--- config.mk ---
export PLATFORM = sky130hd
export DESIGN_NAME = serial_tx
export DESIGN_NICKNAME = d
export VERILOG_FILES = /design/src/rtl/serial_tx.sv
export SDC_FILE = /design/constraint.sdc
export NUM_CORES = 1
export LEC_CHECK = 0
export CORE_MARGIN = 2
export CORE_UTILIZATION = 56
export CTS_CLUSTER_DIAMETER = 60
export DETAILED_ROUTE_END_ITERATION = 6
export PLACE_DENSITY = 0.78
export REMOVE_ABC_BUFFERS = 1
export SETUP_SLACK_MARGIN = 0.15
export SLEW_MARGIN = 0
export SYNTH_ARGS = -nofsm -noshare
export SYNTH_HDL_FRONTEND = slang
export SYNTH_SLANG_ARGS = --single-unit
--- constraint.sdc ---
create_clock -name clk_in -period 2.6 [get_ports clk_in]
set_input_delay 0.65 -clock clk_in [delete_from_list [all_inputs] [get_ports clk_in]]
set_output_delay 0.65 -clock clk_in [all_outputs]
set_load 0.01 [all_outputs]
--- src/rtl/serial_tx.sv ---
// serial_tx: UART transmitter.
// Accepts one parallel word over a valid/ready handshake and sends it as an
// asynchronous frame: start bit, data LSB first, optional parity, then stop
// bit(s). Every bit is held for DIVISOR clk_in cycles. The line output is
// registered, so it never glitches.
module serial_tx #(
    parameter int DIVISOR     = 10416,
    parameter int DATA_WIDTH  = 8,
    parameter int PARITY_EN   = 0,
    parameter int PARITY_ODD  = 0,
    parameter int STOP_BITS   = 1,
    parameter int COUNT_WIDTH = $clog2(DIVISOR),
    parameter int IND_WIDTH   = $clog2(DATA_WIDTH)
) (
    input  logic                  clk_in,
    input  logic                  rst_in,
    input  logic [DATA_WIDTH-1:0] data_in,
    input  logic                  valid_in,
    output logic                  ready_out,
    output logic                  data_out,
    output logic                  busy_out
);

    // A one-bit data word would give a zero-width index, so keep at least one bit.
    localparam int IW = (IND_WIDTH < 1) ? 1 : IND_WIDTH;

    localparam logic [COUNT_WIDTH-1:0] CNT_LAST  = COUNT_WIDTH'(DIVISOR - 1);
    localparam logic [IW-1:0]          DATA_LAST = IW'(DATA_WIDTH - 1);
    localparam logic [IW-1:0]          STOP_LAST = IW'(STOP_BITS - 1);

    typedef enum logic [2:0] {
        S_IDLE   = 3'd0,
        S_START  = 3'd1,
        S_DATA   = 3'd2,
        S_PARITY = 3'd3,
        S_STOP   = 3'd4
    } state_t;

    state_t                  state;
    logic [COUNT_WIDTH-1:0]  cnt;
    logic [IW-1:0]           idx;
    logic [DATA_WIDTH-1:0]   shreg;
    logic                    par;
    logic                    bit_done;

    // The last cycle of the current bit slot.
    assign bit_done = (cnt == CNT_LAST);

    // busy_out is the complement of the registered ready_out.
    assign busy_out = ~ready_out;

    // Frame sequencer. Every output is registered, and each line level is
    // loaded one edge before its bit slot begins. idx counts data bits in
    // S_DATA and counts stop bits in S_STOP.
    always_ff @(posedge clk_in or posedge rst_in) begin
        if (rst_in) begin
            state     <= S_IDLE;
            data_out  <= 1'b1;
            ready_out <= 1'b1;
            cnt       <= '0;
            idx       <= '0;
            shreg     <= '0;
            par       <= 1'b0;
        end else begin
            case (state)
                S_IDLE: begin
                    data_out  <= 1'b1;
                    ready_out <= 1'b1;
                    cnt       <= '0;
                    idx       <= '0;
                    if (valid_in && ready_out) begin
                        shreg     <= data_in;
                        par       <= (^data_in) ^ PARITY_ODD[0];
                        state     <= S_START;
                        data_out  <= 1'b0;
                        ready_out <= 1'b0;
                    end
                end

                S_START: begin
                    if (bit_done) begin
                        cnt      <= '0;
                        idx      <= '0;
                        state    <= S_DATA;
                        data_out <= shreg[0];
                    end else begin
                        cnt <= cnt + 1'b1;
                    end
                end

                S_DATA: begin
                    if (bit_done) begin
                        cnt <= '0;
                        if (idx == DATA_LAST) begin
                            idx <= '0;
                            if (PARITY_EN != 0) begin
                                state    <= S_PARITY;
                                data_out <= par;
                            end else begin
                                state    <= S_STOP;
                                data_out <= 1'b1;
                            end
                        end else begin
                            idx      <= idx + 1'b1;
                            data_out <= shreg[idx + 1'b1];
                        end
                    end else begin
                        cnt <= cnt + 1'b1;
                    end
                end

                S_PARITY: begin
                    if (bit_done) begin
                        cnt      <= '0;
                        idx      <= '0;
                        state    <= S_STOP;
                        data_out <= 1'b1;
                    end else begin
                        cnt <= cnt + 1'b1;
                    end
                end

                S_STOP: begin
                    data_out <= 1'b1;
                    if (bit_done) begin
                        cnt <= '0;
                        if (idx == STOP_LAST) begin
                            idx       <= '0;
                            state     <= S_IDLE;
                            ready_out <= 1'b1;
                        end else begin
                            idx <= idx + 1'b1;
                        end
                    end else begin
                        cnt <= cnt + 1'b1;
                    end
                end

                default: begin
                    state     <= S_IDLE;
                    data_out  <= 1'b1;
                    ready_out <= 1'b1;
                    cnt       <= '0;
                    idx       <= '0;
                end
            endcase
        end
    end

endmodule

# Yosys cells after proc, flatten, opt, wreduce, memory -nomap -nowiden
# Index checks and enable logic that the tools add are counted.
[classes] n_addsub=2 order_cmp=1 eq_ne=14 muxes=27 bitwise=2 n_reduce_logical=11
[op_table] cell="two-way mux 3 bit" n=12
[op_table] cell="two-way mux 14 bit" n=2
[op_table] cell="one-hot mux 3 bit (5 select lines)" n=1
[op_table] cell="adder 14 x 1 -> 14 bit (second input constant)" n=1
[op_table] cell="equality test 14 bit (second input constant)" n=1
[op_table] cell="!= test 2 bit (second input constant)" n=7
[op_table] cell="one-hot mux 3 bit (3 select lines)" n=1
[op_table] cell="AND reduction 3 bit" n=3
[op_table] cell="two-way mux 1 bit" n=8
[op_table] cell="AND reduction 7 bit" n=1
[op_table] cell="equality test 3 x 2 -> 1 bit (second input constant)" n=2
[op_table] cell="equality test 3 bit (second input constant)" n=2
[op_table] cell="zero test 3 bit" n=2
[op_table] cell="< comparator 3 x 4 -> 1 bit (second input constant)" n=1
[op_table] cell="one-hot mux 1 bit (4 select lines)" n=1
[op_table] cell="OR reduction 4 bit" n=1
[op_table] cell="adder 3 x 1 -> 3 bit (second input constant)" n=1
[op_table] cell="binary-select mux 1 bit (select 3 bit)" n=1
[op_table] cell="equality test 3 x 1 -> 1 bit (second input constant)" n=1
[op_table] cell="one-hot mux 1 bit (3 select lines)" n=1
[op_table] cell="OR reduction 3 bit" n=1
[op_table] cell="!= test 2 x 1 -> 1 bit (second input constant)" n=1
[op_table] cell="inverter 1 bit" n=2
[op_table] cell="AND reduction 2 bit" n=1
[op_table] cell="other kinds (2)" n=2
[word_totals] regBits=30

# Depth between registers and ports, before layout
# Gate-level depths: netlist (run 1).
[logic_depth] ltp_word=6 depth_mapped=8

# Least setup slack after synthesis (run 1)
# Ideal clock, no wire load.
[synth_timing] path_kind="reg2reg" startpoint="reg idx[0]" endpoint="reg data_out" t_arrival_ps=1948 required_ps=2518 path_slack_ps=570 stages_incl_launch_ff=9 path_buffers=1 path_cell_list="dfrtp_1 ha_1 ha_1 buf_6 mux2_4 or3_1 a41oi_2 o311ai_1 o31a_1"
[synth_via] elab_chain_cells=6 elab_cells_between_ends=7 classes_between="add/sub (1); eq/ne (1); mux (5)"
[synth_rtl] item="start: declaration" line_no="41" source="logic [IW-1:0] idx;"
[synth_rtl] item="start signal: assignment" line_no="104" source="idx <= idx + 1'b1;"
[synth_rtl] item="start signal: assignment" line_no="132" source="idx <= idx + 1'b1;"
[synth_rtl] item="adder 3 x 1 -> 3 bit" line_no="105" source="data_out <= shreg[idx + 1'b1];"
[synth_rtl] item="binary-select mux 1 bit (select 3 bit)" line_no="105"
[synth_rtl] item="two-way mux 1 bit (not written as such)" line_no="105"
[synth_rtl] item="two-way mux 1 bit *" line_no="94" source="if (idx == DATA_LAST) begin"
[synth_rtl] item="two-way mux 1 bit *" line_no="92" source="if (bit_done) begin"
[synth_rtl] item="one-hot mux 1 bit (4 select lines) *" line_no="65" source="case (state)"
[synth_rtl] item="end signal: assignment" line_no="85" source="data_out <= shreg[0];"
[synth_rtl] item="end signal: assignment" line_no="98" source="data_out <= par;"
[synth_rtl] item="end signal: assignment" line_no="105"
[synth_rtl] item="end: declaration" line_no="20" source="output logic data_out,"
# Every way passes the cells marked *; elsewhere a longest branch is shown, timed or not. The select of a mux whose other input is x is not followed.
# A chain may end at the register's enable or synchronous reset.

# Worst setup path after layout (run 1)
# Same ends and word-level chain as after synthesis.

==> flow_summary_export.csv, run 1 <==
group,metric,value,unit
run_status,status,"finished clean",
timing,period_share,82.97,%
timing,fmax,463.6,MHz
routing,ant_nets,0,
worst_setup_path,crit_type,"reg2reg",
worst_setup_path,max_stage_delay,0.42,ns
layout,antennaDiodeCount,0,
timing,fin_crit,2.157,ns
floorplan,die_area,0.003251,sq mm
clock_network,cts_setup_buffers,0,
timing,maxSlewHeadroom,58.65,%
worst_setup_path,worst-path-stages,7,
worst_setup_path,crit_required,2.86,ns
place,place_area,0.001699,sq mm
place,gp_congestion,0.7767,
synthesis,synth_cell_type_count,39,
layout,utilization,64.50,%
clock_network,cts_resized,0,
pwr,totalPowerFinal,0.0007483,W
worst_setup_path,crit_slowest_cell,"dfrtp_1",
synthesis,synth_top_flop_cell,"dfrtp_1",
pwr,ir_worst_vdd,0.3929,mV
synthesis,synth_seq_cells,30,
flow_run,max_cap_viol_count,0,
synthesis,netlist_area,0.001574,sq mm
clock_network,cts-root-buf,"clkbuf_4",
grt,globalRoute.totalOverflow,0,
worst_setup_path,critPathLaunchType,"flop",
grt,grt_pass1_wl,4547,um
timing,hold_violations,0,
timing,final_max_slew_viol_count,0,
routing,routed_wl,2638,um
worst_setup_path,path_max_fanout,5,
routing,drtIter0Drc,13,
routing,top_layer,"met4",
worst_hold_path,min_path_type,"reg2reg",
timing,setup_ws,0.4429,ns
grt,grt_pass1_vias,1054,
synthesis,ys_async_sr_fraction,100.0,%
floorplan,ios,14,
timing,tightest_slew,0.6157,ns
synthesis,synth_edf_count,0,
grt,grt_max_degree,31,
clock_network,insertion_delay,0.32,ns
place,numPortBuffers,13,
synthesis,ys_seq_area_share,47.85,%
place,dp.final_hpwl,1908,um
timing,setup_viol,0,
worst_setup_path,crit_family,"adder cells",
floorplan,die_height,57.02,um
worst_hold_path,holdPathStages,1,
worst_setup_path,reg2regPathDepth,7,
floorplan,placementRows,19,
worst_setup_path,cp-end-kind,"flop",
place,dp_slack,0.3734,ns
routing,vias_per_cell,5.658,
clock_network,cts_buffers,5,
routing,met1Wirelength,1221,um
clock_network,cts_tree,"done",
clock_network,path_clk_slew,0.09,ns
worst_setup_path,path_buf_inv,0,
routing,wire_per_inst,13.67,um
timing,finalSetupTns,0,ns
layout,drive_gt1_share,14.81,%
routing,met2_length,1265,um
layout,fin_area,0.001748,sq mm
routing,first_pass_iters,4,
grt,antenna_found_initial,0,
synthesis,avgSynthCellArea,10.78,sq um
clock_network,htreeDepth,2,
floorplan,initial_core_util,58.08,%
routing,route.detailed.drc,0,
grt,track_usage,18.34,%
worst_setup_path,path_cells,"ha_1 -> ha_1 -> mux2_4 -> or3_1 -> a41oi_2 -> o311ai_1 -> o31a_1",
routing,num_vias,1092,
synthesis,syn-instance-count,146,
routing,wl_met3,86,um
pwr,powerDensity,428.1,mW/mm^2
clock_network,clockBufferDepth,2,
synthesis,ys_warn_count,0,
timing,fin_skew,0.003978,ns
pwr,leakagePower,0.7925,nW
layout,syn_to_final_growth,11.05,%
timing,rsz0062_at_grt,"false",
floorplan,fp.dieW,57.02,um
layout,fin_nets,176,
clock_network,cts_hold_buf,0,
floorplan,core_area,0.002710,sq mm
worst_setup_path,cp.arrival,2.42,ns
worst_setup_path,cpMostUsedCell,"ha_1",
clock_network,clkSinkCount,30,
[flip-flops by register name, indices dropped and copies added, names as in the netlist]
name       cells
state          3
cnt           14
shreg          8
idx            3
data_out       1
ready_out      1
[stage by stage]
stage | std cells | hold WS [ns]
finish | 193 | 0.5036
global placement | 185 | 0.4647
detailed placement | 185 | 0.4900
CTS | 193 | 0.5070
global route | 193 | 0.5344
floorplan | 140 | 0.4479
[cell families after synthesis]
group                    Yosys count  synth area share, %
flip-flops                        30                47.85
AO/OA/AOI/OAI                     16                7.473
buffers and inverters             11                4.452
adder cells (fa/ha/maj)            4                3.180
multiplexers                      13                9.300
AND/OR/NAND/NOR                   59                20.51
XOR/XNOR                          13                7.234
[per-layer routing]
layer	GRT usage [%]	up-vias
met4	8.970	0
met2	29.72	23
met1	23.38	524
met5	0	-
met3	4.082	9
li1	-	536
[layout make-up]
class,instances,area (sq um)
Clock buffer,8,48.80
Fill cell,228,962.2
Inverter,5,18.77
Multi-Input combinational cell,105,750.7
Sequential cell,30,753.2
Tap cell,31,38.79
Timing Repair Buffer,14,137.6
[cell usage after synthesis, types with 2 or more instances]
library cell / number / area [sq um]
dfrtp_1: 28 / 700.7
nor2_1: 20 / 75.07
nand2_1: 11 / 41.29
xor2_1: 11 / 96.34
mux2_2: 9 / 101.4
inv_1: 5 / 18.77
nand3_1: 5 / 25.02
ha_1: 4 / 50.05
nand4_1: 4 / 25.02
o21ai_0: 4 / 20.02
a21oi_1: 3 / 15.01
and3_1: 3 / 18.77
buf_6: 3 / 33.78
mux2i_1: 3 / 30.03
nand2b_1: 3 / 18.77
and4_4: 2 / 22.52
buf_2: 2 / 10.01
dfstp_2: 2 / 52.55
nand3b_1: 2 / 15.01
nor2b_1: 2 / 12.51
xnor2_1: 2 / 17.52
[worst reg2reg max path, delay by kind of cell, from the launching register on]
| family | cells | cell delay, ns |
|---|---|---|
| compound gates | 3 | 0.41 |
| fa+ha+maj | 2 | 0.63 |
| flops | 1 | 0.42 |
| mux | 1 | 0.32 |
| simple gates | 1 | 0.32 |
[where the power goes]
| part | switching, W | internal, W | leakage, nW |
|---|---|---|---|
| Sequential | 0 | 0.000466 | 0.392 |
| Combinational | 0.0000102 | 0.0000141 | 0.374 |
| Clock | 0.000150 | 0.000108 | 0.0265 |
[final timing paths]
| path | start | endpoint | slack [ns] |
|---|---|---|---|
| hold reg to reg | cnt[0] | cnt[0] | 0.50 |
| setup reg to reg | idx[0] | data_out | 0.44 |
| min in group asynchronous | rst_in | cnt[5] | 0.69 |
| hold / removal | cnt[0] | cnt[0] | 0.50 |
| setup / recovery | idx[0] | data_out | 0.44 |
| max in group asynchronous | rst_in | ready_out | 1.61 |
[cells in the final DEF, fill, tap and decap left out, types with 3 or more instances in the layout]
master and instances:
and3_1 3, nand3_1 5, clkbuf_4 5, ha_1 4, a21oi_1 3, nand2b_1 3
mux2_2 9, mux2i_1 3, nand4_1 4, inv_1 5, nor2_1 20, nand2_1 11
clkdlybuf4s50_1 13, clkbuf_1 3, dfrtp_1 28, xor2_1 11, o21ai_0 4
Power figures use the tool's default switching activity.
==> run 2, diff against run 1 <==
- clock period: 2.6 -> 2.1 ns (I/O delays scaled with it)
==> flow_summary_export.csv, run 2 (synthesized netlist as in run 1, its figures left out) <==
group,metric,value,unit
worst_setup_path,cp-endpoint,"data_out",
timing,final_max_slew_viol_count,0,
worst_setup_path,crit_slowest_cell,"dfstp_2",
routing,vias_per_cell,5.704,
clock_network,htreeDepth,2,
routing,ant_nets,0,
clock_network,cts_tree,"done",
routing,first_pass_iters,6,
layout,mostFrequentLayoutCells,"28 x dfrtp_1, 20 x nor2_1, 11 x xor2_1, 11 x nand2_1, 11 x clkdlybuf4s50_1",
grt,antenna_found_initial,0,
worst_setup_path,crit_family,"flip-flops",
routing,routed_wl,2749,um
grt,track_usage,19.56,%
worst_setup_path,critPathLaunchType,"flop",
pwr,ir_worst_vdd,0.4635,mV
flow_run,max_cap_viol_count,0,
layout,mostFrequentLayoutCell,"dfrtp_1",
timing,maxSlewHeadroom,74.05,%
pwr,leakagePower,0.8395,nW
layout,top_regs,"cnt: 14 flops, shreg: 8 flops",
pwr,totalPowerFinal,0.001039,W
worst_setup_path,path_max_fanout,2,
run_status,status,"finished clean",
pwr,swShare,20.60,%
grt,globalRoute.totalOverflow,0,
timing,finalSetupTns,0,ns
worst_hold_path,min_path_type,"in2async",
clock_network,path_clk_slew,0.09,ns
timing,fin_skew,0.003065,ns
grt,grt_pass1_wl,4871,um
grt,met3_usage,6.122,%
timing,fin_crit,1.924,ns
clock_network,cts-root-buf,"clkbuf_4",
floorplan,die_height,57.02,um
routing,drtIter0Drc,16,
routing,wire_per_inst,13.81,um
pwr,powerDensity,564.6,mW/mm^2
timing,hold_violations,0,
pwr,p_clk_share,41.3,%
place,dp.final_hpwl,1949,um
layout,antennaDiodeCount,0,
floorplan,fp.dieW,57.02,um
worst_setup_path,reg2regPathDepth,7,
clock_network,cts_hold_buf,0,
timing,worst_hold_slack,0.4595,ns
worst_setup_path,ff2ff_setup_slack,0.19,ns
layout,largest_reg_flops,14,
worst_setup_path,cp-end-kind,"output pin",
pwr,comb_power_share,3.1,%
worst_setup_path,crit_required,1.57,ns
grt,grt_pass1_vias,1130,
grt,grtUsageMet2,31.53,%
floorplan,initial_core_util,58.08,%
worst_setup_path,path_buf_inv,1,
worst_setup_path,cp.arrival,1.40,ns
layout,fin_nets,182,
layout,utilization,67.87,%
floorplan,core_area,0.002710,sq mm
timing,setup_viol,0,
pwr,seq_power_share,55.6,%
worst_setup_path,startpoint,"data_out",
grt,busiest_layer,"met2",
place,dp_slack,0.07273,ns
worst_setup_path,path_cells,"clkdlybuf4s50_1",
place,gp_congestion,0.7850,
floorplan,die_area,0.003251,sq mm
worst_setup_path,max_stage_delay,0.54,ns
floorplan,placementRows,19,
layout,drive_gt1_share,20.83,%
place,numPortBuffers,13,
pwr,switching_power,0.0002140,W
layout,regMostFlops,"cnt",
timing,tightest_slew,0.3888,ns
routing,num_vias,1135,
clock_network,insertion_delay,0.33,ns
floorplan,ios,14,
clock_network,clockBufferDepth,2,
worst_setup_path,rr_endpoint,"data_out",
timing,fmax,519.6,MHz
pwr,p_int,0.0008245,W
clock_network,cts_buffers,5,
timing,rsz0062_at_grt,"true",
worst_setup_path,worst-path-stages,1,
timing,period_share,91.64,%
grt,grt_use_met1,24.59,%
worst_setup_path,crit_type,"reg2out",
worst_setup_path,r2r_start,"idx[1]",
routing,route.detailed.drc,0,
grt,grt_max_degree,14,
timing,setup_ws,0.1756,ns
clock_network,clkSinkCount,30,
layout,syn_to_final_growth,16.85,%
-- run 2: worst min path at each step --
| stage | slack, ns | endpoint | cells after the start |
|---|---|---|---|
| final | 0.46 | cnt[1] | 2 |
| after global routing | 0.51 | cnt[1] | 2 |
| after CTS | 0.47 | cnt[1] | 2 |
| after detailed placement | 0.48 | cnt[0] | 1 |
| after global placement | 0.47 | cnt[0] | 1 |
| after floorplan | 0.45 | cnt[0] | 1 |
-- run 2: repair_timing --
item | in CTS | in global routing
pin swaps | 0 | 1
setup buffers | 1 | 0
endpoints found under the hold margin | 0 | 0
gates resized for setup | 3 | 1
setup endpoints to repair | 2 | 3
-- run 2: cell type report --
type,instances,area [sq um]
Clock buffer,8,78.83
Tap cell,31,38.79
Fill cell,214,870.8
Multi-Input combinational cell,105,765.7
Timing Repair Buffer,20,183.9
Inverter,5,18.77
Sequential cell,30,753.2
-- run 2: metrics by stage --
stage | cells | cell area (sq um)
floorplan | 140 | 1523
global placement | 190 | 1737
detailed placement | 190 | 1737
CTS | 199 | 1837
global route | 199 | 1839
finish | 199 | 1839
-- run 2: power by group through the flow --
| stage | Sequential, W | Combinational, W | Clock, W |
|---|---|---|---|
| after floorplan | 0.000589 | 0.00000866 | 0 |
| after global placement | 0.000589 | 0.0000318 | 0 |
| after detailed placement | 0.000589 | 0.0000332 | 0 |
| after CTS | 0.000577 | 0.0000332 | 0.000439 |
| after global routing | 0.000578 | 0.0000363 | 0.000463 |
| final | 0.000577 | 0.0000320 | 0.000429 |
-- run 2: metal layers --
metal / vias up / share of wire (%)
li1: 551 / -
met5: - / 0
met1: 559 / 46
met2: 19 / 49
met4: 0 / 1.7
met3: 6 / 3.8
==> run 3, diff against run 2 <==
- ABC_AREA: unset -> 1
- GPL_ROUTABILITY_DRIVEN: unset -> 0
- GPL_TIMING_DRIVEN: unset -> 0
==> flow_summary_export.csv, run 3 <==
group,metric,value,unit
run_status,status,"finished clean",
grt,antenna_found_initial,0,
timing,worst_hold_slack,0.4787,ns
synthesis,netlist_area,0.001622,sq mm
synthesis,synth.most_common_cell,"nand2_1",
routing,drtIter0Drc,48,
timing,period_share,83.08,%
timing,final_max_slew_viol_count,0,
pwr,ir_worst_vdd,0.9023,mV
synthesis,ys_top_cells_by_area,"dfrtp_1 43%, nand2_1 14%, inv_1 5.3%",
routing,ant_nets,0,
worst_setup_path,crit_type,"in2reg",
layout,syn_to_final_growth,12.73,%
worst_hold_path,min_path_type,"reg2reg",
worst_setup_path,path_max_fanout,10,
layout,top_regs,"cnt: 14 flops, shreg: 8 flops",
timing,setup_ws,0.3554,ns
timing,hold_violations,0,
routing,num_vias,1365,
grt,track_usage,21.72,%
clock_network,insertion_delay,0.33,ns
floorplan,fp.dieW,57.81,um
timing,rsz0062_at_grt,"false",
pwr,leakagePower,0.8781,nW
timing,maxSlewHeadroom,26.95,%
floorplan,initial_core_util,58.80,%
worst_setup_path,critPathLaunchType,"primary input",
routing,route.detailed.drc,0,
layout,fillerInstances,235,
layout,antennaDiodeCount,0,
worst_setup_path,cp-end-kind,"flop",
place,dp_slack,-0.004492,ns
floorplan,ios,14,
layout,drive_gt1_share,9.211,%
layout,mostFrequentLayoutCells,"61 x nand2_1, 28 x dfrtp_1, 23 x inv_1",
flow_run,max_cap_viol_count,0,
routing,routed_wl,3081,um
clock_network,clkSinkCount,30,
worst_setup_path,cpMostUsedCell,"nand2_1",
synthesis,synth_top_flop_cell,"dfrtp_1",
floorplan,die_height,57.81,um
grt,grt_pass1_wl,5464,um
grt,grt_pass1_vias,1346,
routing,first_pass_iters,4,
synthesis,synth_seq_cells,30,
timing,tightest_slew,1.094,ns
clock_network,clockBufferDepth,2,
clock_network,cts_buffers,5,
place,dp.final_hpwl,2287,um
timing,fmax,573.2,MHz
timing,fin_crit,1.745,ns
synthesis,syn-instance-count,209,
grt,grt_max_degree,31,
timing,fin_skew,0.009265,ns
timing,setup_viol,0,
grt,globalRoute.totalOverflow,0,
layout,regMostFlops,"cnt",
worst_setup_path,max_stage_delay,0.54,ns
synthesis,ys_async_sr_fraction,100.0,%
synthesis,ys_warn_count,0,
synthesis,synth_edf_count,0,
synthesis,ys_top_cells_by_count,"61 x nand2_1, 28 x dfrtp_1, 23 x inv_1, 21 x nor2_1, 17 x nand3_1",
layout,utilization,66.29,%
clock_network,htreeDepth,2,
synthesis,synth_cell_type_count,26,
worst_setup_path,cp.arrival,1.96,ns
worst_setup_path,crit_slowest_cell,"nor3_2",
worst_setup_path,crit_required,2.31,ns
routing,vias_per_cell,5.270,
synthesis,ys_seq_area_share,46.45,%
clock_network,cts_tree,"done",
floorplan,placementRows,19,
pwr,powerDensity,1142,mW/mm^2
synthesis,yosysTopAreaCellShare,43.21,%
synthesis,avgSynthCellArea,7.759,sq um
clock_network,cts_setup_buffers,0,
clock_network,path_clk_slew,0.09,ns
floorplan,die_area,0.003342,sq mm
worst_setup_path,path_cells,"clkdlybuf4s50_1 -> nand2_1 -> nor3_2 -> inv_2 -> nand2_1 -> nand2_1",
layout,fin_nets,243,
layout,largest_reg_flops,14,
routing,wire_per_inst,11.90,um
layout,mostFrequentLayoutCell,"nand2_1",
floorplan,core_area,0.002758,sq mm
place,numPortBuffers,13,
synthesis,yosys.area.top_type,"dfrtp_1",
clock_network,cts-root-buf,"clkbuf_4",
run 3: metal layers:
metal / share of wire [%] / track usage (%) / vias up
met5: 0 / 0 / -
met4: 1.6 / 11.63 / 0
met3: 4.9 / 7.143 / 4
met2: 47 / 34.09 / 34
met1: 47 / 26.58 / 622
li1: - / - / 705
run 3: critical path: cells and delay by family:
kind / cells / cell delay (ns)
buffers and inverters: 2 / 0.65
AND/OR/NAND/NOR: 4 / 0.78
run 3: timing repair:
item                                    CTS  global route
endpoints found under the setup margin    1             2
hold buffers                              0             0
resized for setup                         1             2
run 3: where the power goes:
group | internal [W] | leakage [nW] | switching [W]
combinational | 0.000328 | 0.461 | 0.000563
sequential | 0.000753 | 0.392 | 0.000130
clock | 0.000126 | 0.0254 | 0.000188
total | 0.00121 | 0.878 | 0.000881
run 3: kinds of logic after synthesis:
logic type	after synthesis	synth area share (%)
AO/OA/AOI/OAI	19	6.327
XOR/XNOR	3	1.621
adder cells (fa/ha/maj)	4	3.087
buffers and inverters	29	7.176
flip-flops	30	46.45
AND/OR/NAND/NOR	124	35.34
run 3: final cells by class:
class                   count  area (sq um)  area share (%)
well taps                  31         38.79           2.122
flip-flops and latches     30         753.2           41.20
inverters                  28         105.1           5.750
multi-input cells         150         752.0           41.14
clock buffers               7         45.04           2.464
repair buffers             13         133.9           7.324
run 3: worst paths after layout:
| check | from | end | slack [ns] | cells after the start |
|---|---|---|---|---|
| worst max-delay path | valid_in | shreg[7] | 0.36 | 6 |
| worst min-delay path | cnt[0] | cnt[0] | 0.48 | 1 |
| worst max register to register | ready_out | shreg[7] | 0.45 | 5 |
| worst min register to register | cnt[0] | cnt[0] | 0.48 | 1 |
| max in group asynchronous | rst_in | shreg[4] | 0.67 | 2 |
| min in group asynchronous | rst_in | cnt[6] | 0.76 | 2 |
run 3: per-stage QoR:
step | instances | power [W] | instance area (sq um) | setup TNS [ns]
after floorplan | 208 | 0.001549 | 1610 | 0
after global placement | 252 | 0.001756 | 1779 | 0
after detailed placement | 252 | 0.001799 | 1779 | -0.004492
after CTS | 259 | 0.002115 | 1823 | 0
after global routing | 259 | 0.002252 | 1828 | 0
final | 259 | 0.002088 | 1828 | 0
